## src/rtl/spi_phy_soak_test.sv

```systemverilog
// SPI PHY soak fixture: streams LFSR words through spi_phy over a registered
// loopback and keeps a running verdict, error count and word count.

module spi_phy #(
  parameter int WIDTH = 8
) (
  input  logic             i_clk,
  input  logic             i_rst,
  input  logic             i_wr,
  input  logic [WIDTH-1:0] i_wdata,
  input  logic             i_rd,
  output logic [WIDTH-1:0] o_rdata,
  output logic             o_rdy,
  output logic             o_bsy,
  output logic             o_sclk,
  output logic             o_cs_n,
  output logic             o_copi,
  input  logic             i_cipo
);
  localparam int BW = (WIDTH > 1) ? $clog2(WIDTH) : 1;

  logic [WIDTH-1:0] tx_sr;
  logic [WIDTH-2:0] rx_sr;
  logic [BW-1:0]    bit_cnt;
  logic [1:0]       phase;

  assign o_copi = tx_sr[WIDTH-1];

  // Each bit spans four clocks; CIPO is sampled at the end of the bit so the
  // one-clock loopback register has settled well before it is used.
  always_ff @(posedge i_clk) begin
    if (i_rst) begin
      tx_sr   <= '0;
      rx_sr   <= '0;
      bit_cnt <= '0;
      phase   <= '0;
      o_rdata <= '0;
      o_rdy   <= 1'b0;
      o_bsy   <= 1'b0;
      o_sclk  <= 1'b0;
      o_cs_n  <= 1'b1;
    end else begin
      if (i_rd) o_rdy <= 1'b0;
      if (o_bsy) begin
        phase <= phase + 2'd1;
        if (phase == 2'd1) o_sclk <= 1'b1;
        if (phase == 2'd3) begin
          o_sclk <= 1'b0;
          rx_sr  <= {rx_sr[WIDTH-3:0], i_cipo};
          if (bit_cnt == '0) begin
            o_bsy   <= 1'b0;
            o_cs_n  <= 1'b1;
            o_rdy   <= 1'b1;
            o_rdata <= {rx_sr, i_cipo};
            tx_sr   <= '0;
          end else begin
            bit_cnt <= bit_cnt - BW'(1);
            tx_sr   <= {tx_sr[WIDTH-2:0], 1'b0};
          end
        end
      end else if (i_wr) begin
        o_bsy   <= 1'b1;
        o_cs_n  <= 1'b0;
        o_rdy   <= 1'b0;
        tx_sr   <= i_wdata;
        bit_cnt <= BW'(WIDTH - 1);
        phase   <= '0;
      end
    end
  end
endmodule


```

## config.mk

```make
export PLATFORM = sky130hd
export DESIGN_NAME = spi_phy
export DESIGN_NICKNAME = d
export VERILOG_FILES = /design/src/rtl/spi_phy_soak_test.sv
export SDC_FILE = /design/constraint.sdc
export NUM_CORES = 1
export LEC_CHECK = 0
export BUFFER_PORTS_ARGS = -buffer_cell sky130_fd_sc_hd__clkbuf_2
export CORE_ASPECT_RATIO = 1.25
export CORE_UTILIZATION = 55
export CTS_BUF_LIST = sky130_fd_sc_hd__clkbuf_8 sky130_fd_sc_hd__clkbuf_16
export DETAILED_ROUTE_END_ITERATION = 7
export PLACE_DENSITY = 0.82
export RECOVER_POWER = 50
export SYNTH_ARGS = -nofsm -noshare
export SYNTH_HDL_FRONTEND = slang
export SYNTH_SLANG_ARGS = --single-unit
```

## constraint.sdc

```tcl
create_clock -name i_clk -period 2.6 [get_ports i_clk]
set_input_delay 0.13 -clock i_clk [delete_from_list [all_inputs] [get_ports i_clk]]
set_output_delay 0.13 -clock i_clk [all_outputs]
set_load 0.03 [all_outputs]
```

==> impl_metrics.py <==
metrics = {
    "flow_run": {
        "maxCapViolCount": 0,
    },
    "clock_tree": {
        "cts-root-buf": "clkbuf_8",
        "clk_pin_slew_ps": 70,
        "cts_sinks": 32,
        "clockBufferDepth": 2,
        "tritoncts": "built",
        "post_cts_buffers": 0,
        "hold_buffers": 0,
        "clk_latency_ps": 280,
        "ctsResizeCount": 0,
        "cts_htree_levels": 2,
        "numCtsBuffers": 5,
    },
    "timing": {
        "final_hold_viol_count": 0,
        "timing.slew.headroom": 0.563,
        "fin_crit_sh": 0.736,
        "fin_tns_setup_ps": 0,
        "rsz0062_at_grt": "false",
        "setup_slack_ps": 687,
        "whs_ps": 87.5,
        "max_slew.worst_pin.slew_ps": 654,
        "period_needed_ps": 1910,
        "finalSetupViolations": 0,
        "drv_slew": 0,
        "finClkSkew_ps": 7.58,
        "fmax_ghz": 0.523,
    },
    "placed_design": {
        "dp_hpwl_um": 1780,
        "place_area_um2": 1420,
        "portBuffers": 25,
        "gp_congestion": 0.706,
        "place_ws_ps": 834,
    },
    "synthesis": {
        "yosysMostFrequentCell": "nand2_1",
        "synth_top_area_frac": 0.488,
        "synth.distinct_cells": 26,
        "ys_ff_latch": 32,
        "synth_ff_type": "dfxtp_1",
        "yosysWarnings": 0,
        "synth-edff-count": 0,
        "synth_area_leaders": "dfxtp_1 (49%), nand2_1 (9.4%), a21oi_1 (7.6%)",
        "synthesis.instances": 156,
        "synthArstFlopShare": 0,
        "yosysTopAreaCell": "dfxtp_1",
        "synth_nets": 173,
        "synthTopCellsByCount": "nand2_1 (33), dfxtp_1 (32), a21oi_1 (20)",
        "avgSynthCellArea_um2": 8.41,
        "ys_seq_area_frac": 0.488,
        "syn-cell-area_um2": 1310,
    },
    "cells_and_area": {
        "n_antenna_cell": 0,
        "fillCellCount": 214,
        "area_delta_synth_final_pct": 13.8,
        "fin_nets": 195,
        "ff_latch_area_um2": 641,
        "multi_input_area_um2": 598,
        "postLayoutCellArea_um2": 1490,
        "final_layout_size_suffix_gt1_frac": 0.117,
    },
    "setup_path": {
        "crit_path_max_fanout": 23,
        "r2r_cells": 3,
        "cp_data_required_time_ps": 2770,
        "arrival_ps": 2080,
        "end_kind": "flip-flop",
        "crit_path_start_kind": "flip-flop",
        "worstSetupPathType": "flip-flop to flip-flop",
    },
    "drt": {
        "dr.pass1.iters": 6,
        "drc": 0,
        "viasPerCell": 5.21,
        "wl_per_cell_um": 12.2,
        "initialDrtViolationCount": 16,
        "wl_um": 2550,
        "drtAntennaViolNets": 0,
        "dr_total_vias": 1095,
    },
    "global_routing": {
        "grt_pass1_vias": 995,
        "antenna_found_initial": 0,
        "grt_max_degree": 33,
        "grt_pass1_wl_um": 4410,
        "grt.total_usage": 0.240,
        "grt-ovfl-total": 0,
    },
    "power_and_ir_drop": {
        "p_leak_nw": 0.540,
        "p_per_area_nw_per_um2": 666,
        "finalPower_mw": 0.994,
        "vdd_drop_max_mv": 0.599,
    },
    "floorplan": {
        "placeableCoreArea_um2": 2230,
        "die_h_um": 56.6,
        "initial_core_util": 0.587,
        "dieArea_um2": 2590,
        "io_pins": 26,
        "die_w_um": 45.7,
        "rows": 19,
    },
    "hold_path": {
        "hold_class": "input port to flip-flop",
        "whs_path_depth": 3,
    },
    "run_status": {
        "outcome": "finished, final reports clean",
    },
}
[cell families after synthesis]
kind of cell	synth area share
adder cells (fa/ha/maj)	0.0381
flip-flops	0.488
multiplexers	0.00858
buffers and inverters	0.0562
AND/OR/NAND/NOR	0.221
AO/OA/AOI/OAI	0.188
[metrics by stage]
| stage | instances | util |
|---|---|---|
| global route | 210 | 0.669 |
| floorplan | 156 | - |
| detailed placement | 202 | 0.634 |
| global placement | 202 | 0.634 |
| finish | 210 | 0.669 |
| CTS | 210 | 0.676 |
[registers in the layout, indices dropped and copies added (netlist names)]
register  flops
rx_sr         7
bit_cnt       3
o_rdata       8
o_rdy         1
tx_sr         8
o_bsy         1
o_cs_n        1
o_sclk        1
phase         2
[cell usage in the layout (no fill, tap or decap), drive strengths merged, types with 2 or more instances in the layout]
cell,count
clkinv,2
clkbuf,31
o21ai,7
a311oi,2
a211oi,9
dfxtp,32
nand2b,3
ha,4
nand3,8
nand2,33
inv,4
a21oi,20
nor3,2
nor2,11
[critical path, stage by stage, from the launching register on]
cell	delay [ps]
dfxtp_1	740
and2_0	560
a211oi_1	160
a311oi_1	330
[cell type report]
class,count,area share
Sequential cell,32,0.429
Multi-Input combinational cell,110,0.400
Timing Repair Buffer,25,0.0729
Clock buffer,6,0.0553
Tap cell,31,0.0260
Inverter,4,0.0101
Clock inverter,2,0.00670
[where the power goes]
| part | internal, mW | total (mW) | leakage (nW) | switching [mW] |
|---|---|---|---|---|
| Clock | 0.211 | 0.383 | 0.0510 | 0.172 |
| Sequential | 0.509 | 0.526 | 0.261 | 0.0170 |
| Combinational | 0.0334 | 0.0857 | 0.228 | 0.0523 |
[worst paths after layout]
check                   startpoint                       to  slack, ps
min                     i_wdata[0]    tx_sr[0]$_SDFFE_PP0P_         90
max               o_bsy$_SDFF_PP0_  bit_cnt[1]$_SDFFE_PP0P_        690
max reg2reg       o_bsy$_SDFF_PP0_  bit_cnt[1]$_SDFFE_PP0P_        690
min reg2reg  rx_sr[6]$_SDFFE_PP0P_  o_rdata[7]$_SDFFE_PP0P_        450
[per-layer routing]
| layer | GRT usage | vias to the layer above | routed length, um |
|---|---|---|---|
| li1 | - | 577 | - |
| met1 | 0.292 | 478 | 1110 |
| met2 | 0.353 | 31 | 1230 |
| met3 | 0.0900 | 9 | 140 |
| met4 | 0.139 | 0 | 75 |
| met5 | 0 | - | 0 |
Note: power is estimated with default switching activity, not from simulation.
